File: config.mk
export PLATFORM = sky130hd
export DESIGN_NAME = bsr_sipo_rx
export DESIGN_NICKNAME = d
export VERILOG_FILES = /design/src/rtl/bsr_pkg.sv /design/src/rtl/bsr_bit_counter.sv /design/src/rtl/bsr_sipo_rx.sv
export SDC_FILE = /design/constraint.sdc
export NUM_CORES = 1
export LEC_CHECK = 0
export ABC_AREA = 1
export CAP_MARGIN = 20
export CORE_MARGIN = 4
export CORE_UTILIZATION = 34
export CTS_BUF_LIST = sky130_fd_sc_hd__clkbuf_8 sky130_fd_sc_hd__clkbuf_16
export CTS_CLUSTER_DIAMETER = 60
export CTS_CLUSTER_SIZE = 40
export DETAILED_ROUTE_END_ITERATION = 8
export PLACE_DENSITY = 0.62
export SYNTH_ARGS = -nofsm -noshare
export SYNTH_HDL_FRONTEND = slang
export SYNTH_SLANG_ARGS = --single-unit
File: constraint.sdc
create_clock -name clk -period 3.6 [get_ports clk]
set_input_delay 0.72 -clock clk [delete_from_list [all_inputs] [get_ports clk]]
set_output_delay 0.72 -clock clk [all_outputs]
set_load 0.05 [all_outputs]
File: src/rtl/bsr_pkg.sv
// Shared types and constants for the serial-in, parallel-out receiver.
// The frame FSM state type and the shift-direction encodings live here.
package bsr_pkg;

    typedef enum logic {
        IDLE  = 1'b0,
        SHIFT = 1'b1
    } bsr_state_e;

    localparam logic MODE_LEFT  = 1'b1;
    localparam logic MODE_RIGHT = 1'b0;

endpackage

File: src/rtl/bsr_bit_counter.sv
// Counts accepted bits of a frame and flags the edge that takes in the final bit.
// The count wraps to zero on that edge, so it never reaches WIDTH.
module bsr_bit_counter #(
    parameter int WIDTH = 4
) (
    input  logic clk,
    input  logic rst,
    input  logic inc,
    input  logic clr,
    output logic done
);

    localparam int CW = $clog2(WIDTH + 1);
    localparam logic [CW-1:0] LAST = CW'(WIDTH - 1);

    logic [CW-1:0] count;
    logic [CW-1:0] count_next;

    assign done = inc && (count == LAST);

    always_comb begin
        count_next = count;
        if (clr || done) begin
            count_next = '0;
        end else if (inc) begin
            count_next = count + 1'b1;
        end
    end

    always_ff @(posedge clk or negedge rst) begin
        if (!rst) begin
            count <= '0;
        end else begin
            count <= count_next;
        end
    end

endmodule

File: src/rtl/bsr_sipo_rx.sv
// Serial-in, parallel-out receiver: assembles WIDTH-bit frames from a gated bit stream.
// The shift direction is chosen by mode at the first bit and held for the whole frame.
module bsr_sipo_rx
    import bsr_pkg::*;
#(
    parameter int WIDTH = 4
) (
    input  logic             clk,
    input  logic             rst,
    input  logic             sin,
    input  logic             sin_en,
    input  logic             mode,
    input  logic             clr,
    output logic [WIDTH-1:0] pout,
    output logic             pout_valid,
    output logic             busy
);

    bsr_state_e       state;
    bsr_state_e       state_next;
    logic [WIDTH-1:0] shreg;
    logic [WIDTH-1:0] shreg_next;
    logic [WIDTH-1:0] shifted;
    logic [WIDTH-1:0] pout_next;
    logic             pout_valid_next;
    logic             frame_mode;
    logic             frame_mode_next;
    logic             cur_mode;
    logic             inc;
    logic             done;

    // clr wins over sin_en, so the bit presented alongside clr is never counted.
    assign inc  = sin_en && !clr;
    assign busy = (state == SHIFT);

    bsr_bit_counter #(
        .WIDTH(WIDTH)
    ) u_bit_counter (
        .clk (clk),
        .rst (rst),
        .inc (inc),
        .clr (clr),
        .done(done)
    );

    // The first bit of a frame uses the live mode; later bits use the latched one.
    assign cur_mode = (state == IDLE) ? mode : frame_mode;
    assign shifted  = (cur_mode == MODE_LEFT) ? {shreg[WIDTH-2:0], sin}
                                              : {sin, shreg[WIDTH-1:1]};

    always_comb begin
        state_next      = state;
        shreg_next      = shreg;
        frame_mode_next = frame_mode;
        pout_next       = pout;
        pout_valid_next = 1'b0;
        if (clr) begin
            state_next = IDLE;
            shreg_next = '0;
        end else if (sin_en) begin
            if (state == IDLE) begin
                frame_mode_next = mode;
            end
            if (done) begin
                state_next      = IDLE;
                shreg_next      = '0;
                pout_next       = shifted;
                pout_valid_next = 1'b1;
            end else begin
                state_next = SHIFT;
                shreg_next = shifted;
            end
        end
    end

    always_ff @(posedge clk or negedge rst) begin
        if (!rst) begin
            state      <= IDLE;
            shreg      <= '0;
            frame_mode <= MODE_LEFT;
            pout       <= '0;
            pout_valid <= 1'b0;
        end else begin
            state      <= state_next;
            shreg      <= shreg_next;
            frame_mode <= frame_mode_next;
            pout       <= pout_next;
            pout_valid <= pout_valid_next;
        end
    end

endmodule

## Word-level counts from Yosys, hierarchy flattened

Cells that the tools add are included.
Widths: inputs -> output; s select.

| cells by class | value |
|---|---|
| multiplexer cells | 13 |
| bitwise logic cells | 1 |
| add/sub/neg operators | 1 |
| equality and inequality tests | 1 |
| reduce and logical (&&, ||, !) cells | 8 |

Operators by type and width:

| cell | number |
|---|---|
| $mux 4 | 4 |
| $mux 1 | 7 |
| $mux 3 | 2 |
| $reduce_bool 2->1 | 2 |
| $add 3x1->3 const B | 1 |
| $eq 3x2->1 const B | 1 |
| $reduce_and 3->1 | 1 |
| $logic_and 1x1->1 | 2 |
| $reduce_and 2->1 | 1 |
| $logic_not 1->1 | 1 |
| $logic_or 1x1->1 | 1 |
| $not 1->1 | 1 |

| word-level totals | value |
|---|---|
| flip-flop bits (word level) | 14 |
| input bits | 6 |
| output and inout bits | 6 |

## Longest topological paths before layout

| logic depth | value |
|---|---|
| depth after elaboration | 6 |
| mapped depth | 7 |

## Hierarchy

A second synthesis with hierarchy kept.

| second synthesis, totals | value |
|---|---|
| cells, all modules | 89 |
| area total of the unflattened synthesis | 688.2 um^2 |

By module, submodules not included:

| module | area an instance (um^2) | instances | sequential area each (um^2) | cells an instance |
|---|---|---|---|---|
| bsr_sipo_rx | 520.5 | 1 | 276.5 | 67 |
| bsr_bit_counter | 167.7 | 1 | 75.1 | 22 |

## Worst setup path before layout

No wires, ideal clock.

| timing path | value |
|---|---|
| path type | reg2out |
| start point | reg state, in the netlist busy |
| end point | out busy |
| slack | 2.238 ns |
| stages on the path, launching flop included | 1 |
| data required time | 2.880 ns |
| arrival time | 0.642 ns |
| cell sequence | dfrtp_1 |

RTL lines:

| item | line | RTL |
|---|---|---|
| start, declared | bsr_sipo_rx.sv:19 | `bsr_state_e state;` |
| start signal, assigned | bsr_sipo_rx.sv:84 | `state <= state_next;` |
| end, declared | bsr_sipo_rx.sv:16 | `output logic busy` |

No word-level cell between the ends.

## Worst setup path in the final report

| timing path | value |
|---|---|
| start point | reg state, in the netlist busy |
| end point | out busy |

No word-level cell between the ends.

==> metrics.yaml <==
sta:
  slew_viol_final: 0
  tightest_slew_ns: 0.605
  finalCritPeriodShare_pct: 60.3
  rsz0062_at_grt: "false"
  fin_skew_ns: 0.00437
  setup_viol: 0
  min_period_ns: 2.17
  hold_viol_final: 0
  slew-limit-headroom_pct: 59.6
  finalSetupTns_ns: 0
  fmax_mhz: 461
  worst_slack_ns: 1.43
routing:
  wire_per_inst_um: 10.4
  drtPass1Iterations: 3
  ant_nets: 0
  drc_errors: 0
  via_per_inst: 4.45
  drt-total-wl_um: 1250
  first_iter_violations: 6
  num_vias: 534
critical_path:
  cp-end-kind: "primary output"
  reg2reg_from: "u_bit_counter.count[0]$_DFFE_PN0P_"
  path_depth: 1
  slowest_stage: "clkdlybuf4s50_1"
  worst_setup_path_start_kind: "flip-flop"
  crit_required_ns: 2.88
  cpLargestDelayFamily: "buffers and inverters"
  reg2reg_to: "pout[2]$_DFFE_PN0P_"
  cp-startpoint: "busy$_DFFE_PN0P_"
  cp_max_fo: 4
  crit_chain: "clkdlybuf4s50_1"
  rrSetupSlack_ns: 2.34
  cp_slowest_stage_delay_ns: 0.82
  worst-path-buf-inv: 1
  r2r_cells: 7
  endpoint: "busy"
  criticalPathCategory: "reg -> out"
  crit_arrival_ns: 1.45
die:
  dieArea_mm2: 0.00280
  start_util_pct: 37.7
  dieHeight_um: 52.9
  die_width_um: 52.9
  rows: 15
  core_area_mm2: 0.00182
  io_pins: 12
finish:
  fin_nets: 104
  insertedDiodeCount: 0
  multiInputGateArea_um2: 283
  regArea_um2: 352
  final_area_um2: 883
  layout.cells.non_filler: 120
  utilization_pct: 48.5
  drive_gt1_share_pct: 17.9
  area_growth_pct: 28.6
  fillers: 195
global_routing:
  grt-ovfl-total: 0
  grt_max_degree: 15
  antenna_found_initial: 0
  grt_pass1_wl_um: 2030
  grt_pass1_vias: 470
  track_usage_pct: 10.2
clock_tree:
  cts.clk_slew.worst_paths_ns: 0.06
  cts_buffer_depth: 2
  htree_levels: 1
  cts_tree: "done"
  cts_num_sinks: 14
  clockRootBuffer: "clkbuf_8"
  postCtsHoldBufs: 0
  cts_resized: 0
  cts_setup_buffers: 0
  clk_latency_ns: 0.24
  cts_buffers: 3
status:
  status: "complete, no violations"
yosys:
  ys.flop_type: "dfrtp_1"
  syn_inst: 80
  syn_avg_cell_area_um2: 8.59
  yosysMostFrequentCell: "nand2_1"
  synth_top_area_share_pct: 47.4
  syn_area_um2: 687
  synth_area_leaders: "dfrtp_1 47%, nand2_1 13%, nand3_1 12%"
  synth_fp_nets: 88
  synth_commonest_cells: "24 x nand2_1, 17 x nand3_1, 13 x dfrtp_1"
  synth_edf_count: 0
  seq_area_frac_synth_pct: 51.2
  yosysUniqueCellTypes: 14
  async_reset_ff_share_pct: 100
  yosys_warnings: 0
  synth_top_area_cell: "dfrtp_1"
  ys_ff_latch: 14
power:
  p_per_area_mw_per_mm2: 503
  max-vdd-ir-drop_mv: 0.298
  leakagePower_nw: 0.463
hold_path:
  min-delay-start: "pout[3]$_DFFE_PN0P_"
  holdCritPathClass: "reg -> reg"
flow_run:
  maxCapViolCount: 0
placement:
  hpwl_um: 966
  numPortBuffers: 11
  gp_congestion: 0.761
  preCtsSetupSlack_ns: 1.68
  dp.cells: 116
  dpl_cell_area_um2: 828
-- worst min-delay path by stage --
stage / cells after the start / slack, ns / endpoint
3_3_place_gp: 2 / 0.46 / pout[3]$_DFFE_PN0P_
4_1_cts: 2 / 0.48 / pout[3]$_DFFE_PN0P_
2_1_floorplan: 0 / 0.42 / busy$_DFFE_PN0P_
3_5_place_dp: 2 / 0.47 / pout[3]$_DFFE_PN0P_
5_1_grt: 2 / 0.49 / pout[3]$_DFFE_PN0P_
6_report: 2 / 0.48 / pout[3]$_DFFE_PN0P_
-- layout by cell type, fill, tap and decap left out, drive strengths merged --
| master | n |
|---|---|
| nand3 | 17 |
| clkbuf | 4 |
| o22ai | 1 |
| o21ai | 3 |
| dfrtp | 13 |
| inv | 14 |
| ha | 2 |
| nor2 | 3 |
| dfstp | 1 |
| clkdlybuf4s50 | 11 |
| nand2 | 26 |
-- routing by layer --
metal  share of wire (%)  track usage (%)  wire length, µm
met1                  48             12.9              592
met2                  43             14.5              536
met3                 8.8             5.63              109
met4                0.56             3.83                7
met5                   0                0                0
-- worst reg2reg max path, delay by kind of cell, from the launching register on --
kind | cells | cell delay [ns]
DFF | 1 | 0.37
adders and majority gates | 2 | 0.38
and+or+nand+nor | 3 | 0.26
buffers and inverters | 2 | 0.15
-- layout make-up --
class	count	share of cell area, %
inverters	14	5.95
well taps	25	3.54
flip-flops and latches	14	39.8
clock buffers	4	6.23
multi-input cells	52	32.0
repair buffers	11	12.5
-- cell families (layout without fill, tap and decap cells) --
kind of cell | after synthesis | after routing | share of synthesized area, %
AO/OA/AOI/OAI | 4 | 4 | 4.01
adder cells (fa/ha/maj) | 2 | 2 | 3.64
flip-flops | 14 | 14 | 51.2
buffers and inverters | 14 | 29 | 7.65
AND/OR/NAND/NOR | 46 | 46 | 33.5
-- through the flow --
step	hold slack, ns	power (mW)
after floorplan	0.424	0.260
after global placement	0.462	0.297
after detailed placement	0.466	0.297
after CTS	0.482	0.451
after global routing	0.491	0.467
final	0.477	0.445
-- power breakdown --
group / internal, mW / switching, mW / total [mW]
Clock: 0.0968 / 0.0540 / 0.151
Combinational: 0.0369 / 0.0723 / 0.109
Sequential: 0.176 / 0.00893 / 0.185
-- sequential cells by signal, summed over array words and instances (netlist names) --
name	flops
pout	4
shreg	4
pout_valid	1
busy	1
frame_mode	1
u_bit_counter.count	3
Note: power is estimated with default switching activity, not from simulation.
